--- config.mk ---
export PLATFORM = sky130hd
export DESIGN_NAME = spi_responder
export DESIGN_NICKNAME = d
export VERILOG_FILES = /design/src/rtl/spi_pkg.sv /design/src/rtl/spi_sync.sv /design/src/rtl/spi_responder.sv
export SDC_FILE = /design/constraint.sdc
export NUM_CORES = 1
export LEC_CHECK = 0
export ABC_CLOCK_PERIOD_IN_PS = 1900
export CORE_MARGIN = 5
export CORE_UTILIZATION = 53
export CTS_BUF_LIST = sky130_fd_sc_hd__clkbuf_16
export DETAILED_ROUTE_END_ITERATION = 6
export GPL_TIMING_DRIVEN = 0
export PLACE_DENSITY = 0.82
export SYNTH_ARGS = -nofsm -noshare
export SYNTH_HDL_FRONTEND = slang
export SYNTH_SLANG_ARGS = --single-unit
--- constraint.sdc ---
create_clock -name clock -period 1.9 [get_ports clock]
set_input_delay 0.38 -clock clock [delete_from_list [all_inputs] [get_ports clock]]
set_output_delay 0.38 -clock clock [all_outputs]
set_load 0.005 [all_outputs]
--- src/rtl/spi_pkg.sv ---
// Shared constants and helpers for the SPI responder: bus mode, idle fill
// value and the bit-counter sizing function.
package spi_pkg;

  localparam logic SPI_CPOL = 1'b0;
  localparam logic SPI_CPHA = 1'b0;
  localparam logic FILL_BIT = 1'b1;

  function automatic int bitcnt_width(input int width);
    return $clog2(width + 1);
  endfunction

endpackage

--- src/rtl/spi_sync.sv ---
// Multi-stage synchronizer for one asynchronous pin, with registered
// rise/fall strobes aligned to the synchronized level.
module spi_sync
  import spi_pkg::*;
#(
  parameter int   STAGES = 2,
  parameter logic IDLE   = SPI_CPOL
) (
  input  logic clock,
  input  logic reset,
  input  logic in_pin,
  output logic out_sync,
  output logic out_rise,
  output logic out_fall
);

  logic [STAGES-1:0] stage_q, stage_d;
  logic [STAGES:0]   chain;
  logic              rise_q, rise_d;
  logic              fall_q, fall_d;

  // Strobes look one stage ahead so they assert together with the new level.
  always_comb begin
    chain   = {stage_q, in_pin};
    stage_d = chain[STAGES-1:0];
    rise_d  = chain[STAGES-1] & ~chain[STAGES];
    fall_d  = ~chain[STAGES-1] & chain[STAGES];
  end

  always_ff @(posedge clock) begin
    if (reset) begin
      stage_q <= {STAGES{IDLE}};
      rise_q  <= 1'b0;
      fall_q  <= 1'b0;
    end else begin
      stage_q <= stage_d;
      rise_q  <= rise_d;
      fall_q  <= fall_d;
    end
  end

  assign out_sync = stage_q[STAGES-1];
  assign out_rise = rise_q;
  assign out_fall = fall_q;

endmodule

--- src/rtl/spi_responder.sv ---
// SPI mode-0 responder: oversamples the SPI pins in the system clock domain,
// exchanges WIDTH-bit words MSB first, one-entry transmit holding register.
module spi_responder
  import spi_pkg::*;
#(
  parameter int               WIDTH       = 8,
  parameter logic [WIDTH-1:0] FILL        = {WIDTH{FILL_BIT}},
  parameter int               SYNC_STAGES = 2
) (
  input  logic             clock,
  input  logic             reset,
  input  logic             in_sclk,
  input  logic             in_cs_n,
  input  logic             in_mosi,
  output logic             out_miso_0,
  output logic             out_miso_en,
  input  logic             in_tx_valid,
  input  logic [WIDTH-1:0] in_tx_data,
  output logic             out_tx_ready,
  output logic             out_rx_valid,
  output logic [WIDTH-1:0] out_rx_data,
  output logic             out_abort,
  output logic             out_busy
);

  localparam int               CNT_W          = bitcnt_width(WIDTH);
  localparam logic [CNT_W-1:0] LAST_BIT       = CNT_W'(WIDTH - 1);
  localparam logic             SAMPLE_ON_FALL = SPI_CPOL ^ SPI_CPHA;

  logic sclk_rise, sclk_fall, cs_rise, cs_fall, mosi_sync;
  logic sclk_level_unused, cs_level_unused, mosi_rise_unused, mosi_fall_unused;

  spi_sync #(.STAGES(SYNC_STAGES), .IDLE(SPI_CPOL)) u_sync_sclk (
    .clock(clock), .reset(reset), .in_pin(in_sclk),
    .out_sync(sclk_level_unused), .out_rise(sclk_rise), .out_fall(sclk_fall)
  );

  spi_sync #(.STAGES(SYNC_STAGES), .IDLE(1'b1)) u_sync_cs (
    .clock(clock), .reset(reset), .in_pin(in_cs_n),
    .out_sync(cs_level_unused), .out_rise(cs_rise), .out_fall(cs_fall)
  );

  spi_sync #(.STAGES(SYNC_STAGES), .IDLE(1'b0)) u_sync_mosi (
    .clock(clock), .reset(reset), .in_pin(in_mosi),
    .out_sync(mosi_sync), .out_rise(mosi_rise_unused), .out_fall(mosi_fall_unused)
  );

  logic [WIDTH-1:0] tx_q, tx_d;
  logic [WIDTH-1:0] rx_q, rx_d;
  logic [WIDTH-1:0] hold_q, hold_d;
  logic             full_q, full_d;
  logic [CNT_W-1:0] bitcnt_q, bitcnt_d;
  logic             miso_en_q, miso_en_d;
  logic             busy_q, busy_d;
  logic             rx_valid_q, rx_valid_d;
  logic [WIDTH-1:0] rx_data_q, rx_data_d;
  logic             abort_q, abort_d;

  logic [WIDTH-1:0] load_word, rx_shift;
  logic             load, sample_evt, shift_evt;

  // busy_q gates sclk events, so a CS rise still lets its coincident sclk
  // edge complete, and a CS fall wins over any sclk edge in its cycle.
  always_comb begin
    tx_d       = tx_q;
    rx_d       = rx_q;
    hold_d     = hold_q;
    full_d     = full_q;
    bitcnt_d   = bitcnt_q;
    miso_en_d  = miso_en_q;
    busy_d     = busy_q;
    rx_valid_d = 1'b0;
    rx_data_d  = rx_data_q;
    abort_d    = 1'b0;
    load       = 1'b0;
    load_word  = full_q ? hold_q : FILL;
    rx_shift   = {rx_q[WIDTH-2:0], mosi_sync};
    sample_evt = SAMPLE_ON_FALL ? sclk_fall : sclk_rise;
    shift_evt  = SAMPLE_ON_FALL ? sclk_rise : sclk_fall;

    if (cs_fall) begin
      bitcnt_d  = '0;
      tx_d      = load_word;
      load      = 1'b1;
      miso_en_d = 1'b1;
      busy_d    = 1'b1;
    end else begin
      if (busy_q && sample_evt) begin
        rx_d = rx_shift;
        if (bitcnt_q == LAST_BIT) begin
          bitcnt_d   = '0;
          rx_data_d  = rx_shift;
          rx_valid_d = 1'b1;
        end else begin
          bitcnt_d = bitcnt_q + CNT_W'(1);
        end
      end
      if (busy_q && shift_evt) begin
        if (bitcnt_q == '0) begin
          tx_d = load_word;
          load = 1'b1;
        end else begin
          tx_d = {tx_q[WIDTH-2:0], 1'b0};
        end
      end
      if (cs_rise) begin
        miso_en_d = 1'b0;
        busy_d    = 1'b0;
        if (bitcnt_d != '0) begin
          abort_d  = 1'b1;
          bitcnt_d = '0;
        end
      end
    end

    if (load) begin
      full_d = 1'b0;
    end
    if (in_tx_valid && !full_q) begin
      hold_d = in_tx_data;
      full_d = 1'b1;
    end
  end

  always_ff @(posedge clock) begin
    if (reset) begin
      tx_q       <= FILL;
      rx_q       <= '0;
      hold_q     <= '0;
      full_q     <= 1'b0;
      bitcnt_q   <= '0;
      miso_en_q  <= 1'b0;
      busy_q     <= 1'b0;
      rx_valid_q <= 1'b0;
      rx_data_q  <= '0;
      abort_q    <= 1'b0;
    end else begin
      tx_q       <= tx_d;
      rx_q       <= rx_d;
      hold_q     <= hold_d;
      full_q     <= full_d;
      bitcnt_q   <= bitcnt_d;
      miso_en_q  <= miso_en_d;
      busy_q     <= busy_d;
      rx_valid_q <= rx_valid_d;
      rx_data_q  <= rx_data_d;
      abort_q    <= abort_d;
    end
  end

  assign out_miso_0   = tx_q[WIDTH-1];
  assign out_miso_en  = miso_en_q;
  assign out_tx_ready = !full_q;
  assign out_rx_valid = rx_valid_q;
  assign out_rx_data  = rx_data_q;
  assign out_abort    = abort_q;
  assign out_busy     = busy_q;

endmodule
=== Word-level counts from Yosys, hierarchy flattened ===
Index checks and enable logic that the tools add are counted.

* Reductions and logical operators: 14
* Bitwise gates (word level): 11
* Equality and inequality tests: 1
* Multiplexer cells: 18
* Add/sub/neg operators: 1

{| class="wikitable"
|+ Operators with widths
! cell !! count
|-
| $mux W8 || 4
|-
| $mux W4 || 5
|-
| $mux W1 || 9
|-
| $not A1 Y1 || 7
|-
| $reduce_bool A2 Y1 || 3
|-
| $reduce_or A3 Y1 || 2
|-
| $add A4 B1 Y4 const B || 1
|-
| $and A1 B1 Y1 || 4
|-
| $eq A4 B3 Y1 const B || 1
|-
| $logic_not A4 Y1 || 1
|-
| $reduce_bool A4 Y1 || 1
|-
| $logic_and A1 B1 Y1 || 3
|-
| $reduce_and A3 Y1 || 1
|-
| $reduce_and A2 Y1 || 1
|-
| $reduce_or A2 Y1 || 1
|-
| $logic_not A1 Y1 || 1
|}

* Output and inout port bits: 14
* Word-level logic and storage cells: 61
* Input port bits: 14
* Register bits: 49

=== Depth between registers and ports, before layout ===
Gate-level depths: netlist (run 1).

* Depth after elaboration: 7
* Gate-level depth with buffers: 6
* Mapped depth without buffers: 5

=== By module ===
Synthesis (run 1) repeated with hierarchy kept, for this count alone.

* Cell total of the unflattened synthesis: 221
* Area total of the unflattened synthesis: 1986.9 sq um

{| class="wikitable"
|+ By module, submodules not included
! module !! cells an instance !! sequential area each (sq um) !! area each (sq um) !! instances
|-
| spi_responder || 197 || 780.7 || 1644.1 || 1
|-
| spi_sync (u_sync_mosi ...) || 8 || 80.1 || 117.6 || 2
|-
| spi_sync (u_sync_cs) || 8 || 80.1 || 107.6 || 1
|}

=== Worst setup path after synthesis (run 1) ===
No wires, ideal clock.

* Path kind: reg-to-reg
* Start: register bitcnt_q[0]
* End: register tx_q[6]
* Data arrival time: 1.396 ns
* Setup slack: 0.388 ns
* Stages on the path, launching flop included: 7
* Setup time: 0.116 ns
* Path buffers: 1
* Period minus slack after synthesis: 1.512 ns
* Data required time: 1.784 ns
* Cells stage by stage: dfxtp_1 > inv_1 > ha_1 > nor3b_4 > buf_4 > or3_1 > a31o_2

* Longest elaborated chain between the ends: 4

{| class="wikitable"
|+ Ends and longest elaborated chain
! what !! line !! RTL
|-
| from (decl) || spi_responder.sv:52 || <nowiki>logic [CNT_W-1:0] bitcnt_q, bitcnt_d;</nowiki>
|-
| from (signal assigned) || spi_responder.sv:142 || <nowiki>bitcnt_q <= bitcnt_d;</nowiki>
|-
| $logic_not A4 Y1 || spi_responder.sv:99 || <nowiki>if (bitcnt_q == '0) begin</nowiki>
|-
| $mux W8 || spi_responder.sv:99 ||
|-
| $mux W8 || spi_responder.sv:98 || <nowiki>if (busy_q && shift_evt) begin</nowiki>
|-
| $mux W8 || spi_responder.sv:81 || <nowiki>if (cs_fall) begin</nowiki>
|-
| to (signal assigned) || spi_responder.sv:138 || <nowiki>tx_q <= tx_d;</nowiki>
|-
| to (decl) || spi_responder.sv:48 || <nowiki>logic [WIDTH-1:0] tx_q, tx_d;</nowiki>
|}

No other way between the ends. The select of a mux whose other input is x is not followed.
A chain may end at the register's enable or synchronous reset.

==> results_dict.tcl, run 1 <==
set metrics [dict create \
    worst_pin_slew_ns 0.490 \
    cts_resized 0 \
    hold_class "flip-flop to flip-flop" \
    ys_async_sr_fraction 0 \
    grt_start_max_net_pins 15 \
    endpoint "out_miso_en" \
    powerDensity_mw_per_mm2 839 \
    startpoint "out_busy" \
    finalCritPeriodShare 0.879 \
    clk_path_buf_depth 2 \
    setup_ws_ns 0.229 \
    fin_cells 307 \
    postCtsSetupRepairBufs 0 \
    ys_types 35 \
    grt_usage 0.163 \
    crit_type "flip-flop to output port" \
    slowest_delay_ns 0.48 \
    crit_path_cell_trace "buf_4 -> clkdlybuf4s50_1" \
    dp.final_hpwl_um 2820 \
    timing.final.crit_period_ns 1.67 \
    outcome "complete, no violations" \
    finalHoldViolCount 0 \
    first_global_vias 1531 \
    whs_ns 0.412 \
    final_util 0.668 \
    vdd_drop_max_mv 0.734 \
    path_depth 2 \
    ioPinCount 28 \
    final_common_cell "dfxtp_1" \
    via_per_inst 5.30 \
    clk_pin_slew_ns 0.06 \
    route.detailed.drc 0 \
    timing.rr.end "tx_q[6]" \
    clock.fmax_mhz 599 \
    core_area_mm2 0.00366 \
    critical_path_required_ns 1.52 \
    first_pass_iters 4 \
    antenna_cells 0 \
    cp.arrival_ns 1.29 \
    io_buffers 26 \
    initial_core_util 0.543 \
    crit_buf_inv 2 \
    yosys_warnings 0 \
    syn2layout_area_growth_pct 23.0 \
    p_leak_nw 0.892 \
    cts_buffers 5 \
    ys_ff_latch 49 \
    worst_path_max_delay_cell "clkdlybuf4s50_1" \
    place_congestion 0.816 \
    tns_ns 0 \
    final_layout_size_suffix_gt1_frac 0.124 \
    clock_skew_ns 0.00225 \
    mostFrequentLayoutCells "dfxtp_1 (49), nand2_1 (31), a21oi_1 (29), clkdlybuf4s50_1 (26), o21ai_0 (15)" \
    rows 22 \
    cts-root-buf "clkbuf_16" \
    timing.rr.start "bitcnt_q[0]" \
    clk_latency_ns 0.28 \
    dp_cells 299 \
    die_h_um 71.3 \
    cp-start-kind "flip-flop" \
    layout.nets 274 \
    crit_family "buffers and inverters" \
    r2r_setup_slack_ns 0.26 \
    reg2regPathDepth 6 \
    grt-ovfl-total 0 \
    place_worst_setup_slack_ns 0.265 \
    yosysSeqAreaShare 0.493 \
    slew_viol_final 0 \
    wirelength_um 3980 \
    synth_cells 225 \
    grt_pass1_wl_um 6640 \
    chipWidth_um 71.3 \
    worstPathMaxFanout 5 \
    synth_ff_type "dfxtp_1" \
    route.vias.total 1628 \
    routedWlPerCell_um 13.0 \
    numClockSinks 49 \
    die-area_mm2 0.00508 \
    syn_nets 241 \
    antenna_found_initial 0 \
    avgSynthCellArea_um2 8.84 \
    syn_area_mm2 0.00199 \
    setup_viol 0 \
    ant_nets 0 \
    crit_path_end_kind "output port" \
    cts_tree "done" \
    cap_violations 0 \
    htreeDepth 2 \
    synth-edff-count 0 \
    rsz0062_at_grt "no" \
    relSlewSlack 0.673 \
    drtIter0Drc 126 \
    cts_hold_buf 0 \
]
==> layout make-up <==
class                           count  area (um2)
Fill cell                         310        1210
Sequential cell                    49         981
Multi-Input combinational cell    154         905
Timing Repair Buffer               26         260
Clock buffer                        5         125
Buffer                             17        85.1
Tap cell                           48        60.1
Inverter                            5        18.8
Clock inverter                      3        12.5
==> synth_stat cells (4+ instances only) <==
master / instances / area (um2)
a21o_1: 8 / 60.1
a21oi_1: 29 / 145
a31o_2: 7 / 61.3
buf_2: 5 / 25.0
buf_4: 4 / 30.0
clkbuf_1: 7 / 26.3
dfxtp_1: 49 / 981
inv_1: 5 / 18.8
nand2_1: 31 / 116
nand3_1: 11 / 55.1
nor2_1: 4 / 15.0
nor2b_1: 13 / 81.3
o21ai_0: 15 / 75.1
or3_1: 9 / 56.3
==> sequential cells by signal (all words and copies together) (netlist names), 2 cells and up <==
signal,cells
bitcnt_q,4
hold_q,8
out_rx_data,8
rx_q,7
tx_q,8
u_sync_cs.stage_q,2
u_sync_mosi.stage_q,2
u_sync_sclk.stage_q,2
==> power by group <==
group          internal, mW  total [mW]  switching [mW]  leakage (nW)
logic                0.0773       0.148          0.0702         0.424
registers              1.06        1.08          0.0219         0.399
clock network         0.476       0.825           0.349        0.0687
total                  1.61        2.05           0.441         0.892
==> cell families after synthesis <==
kind of cell	count (synthesis)	synth area share
XOR/XNOR	2	0.00881
flip-flops	49	0.493
adder cells (fa/ha/maj)	2	0.0126
AO/OA/AOI/OAI	68	0.210
AND/OR/NAND/NOR	82	0.223
buffers and inverters	22	0.0522
==> worst reg2reg max path, cell delays in order, from the launching register on <==
cell     delay [ns]
dfxtp_1        0.40
inv_1          0.07
ha_1           0.19
nor3b_4        0.17
buf_4          0.17
or3_1          0.30
a31o_2         0.23
==> routing by layer <==
layer,global-route usage,part of all wire
met3,0.0435,0.034
met4,0.0752,0.015
met2,0.268,0.47
met1,0.198,0.48
met5,0,0
==> worst min-delay path by stage <==
stage                                       from                    to  cells past startpoint
after floorplan           u_sync_sclk.stage_q[1]  u_sync_sclk.out_rise                      1
after global placement    u_sync_sclk.stage_q[1]  u_sync_sclk.out_rise                      1
after detailed placement  u_sync_sclk.stage_q[1]  u_sync_sclk.out_rise                      1
after CTS                 u_sync_sclk.stage_q[0]  u_sync_sclk.out_fall                      1
after global routing      u_sync_sclk.stage_q[1]  u_sync_sclk.out_rise                      1
final                     u_sync_sclk.stage_q[0]  u_sync_sclk.out_fall                      1
==> per-stage QoR <==
stage / area, um2 / power (mW)
detailed placement: 2310 / 1.25
CTS: 2450 / 2.08
floorplan: 1990 / 1.19
global route: 2450 / 2.13
global placement: 2310 / 1.25
finish: 2450 / 2.05
(Power assumes the default switching activity.)
==> inputs of run 2 (changes only) <==
--- a/config.mk
+++ b/config.mk
@@ -12,6 +12,7 @@
 export DETAILED_ROUTE_END_ITERATION = 6
 export GPL_TIMING_DRIVEN = 0
 export PLACE_DENSITY = 0.82
+export SLEW_MARGIN = 10
 export SYNTH_ARGS = -nofsm -noshare
 export SYNTH_HDL_FRONTEND = slang
 export SYNTH_SLANG_ARGS = --single-unit
==> results of run 2 <==
No change in the layout: final DEF, timing and power equal those of run 1.
==> inputs of run 3 (changes only) <==
--- a/config.mk
+++ b/config.mk
@@ -16,3 +16,4 @@
 export SYNTH_ARGS = -nofsm -noshare
 export SYNTH_HDL_FRONTEND = slang
 export SYNTH_SLANG_ARGS = --single-unit
+export TNS_END_PERCENT = 20
==> results of run 3 <==
No change in the layout: final DEF, timing and power equal those of run 1.
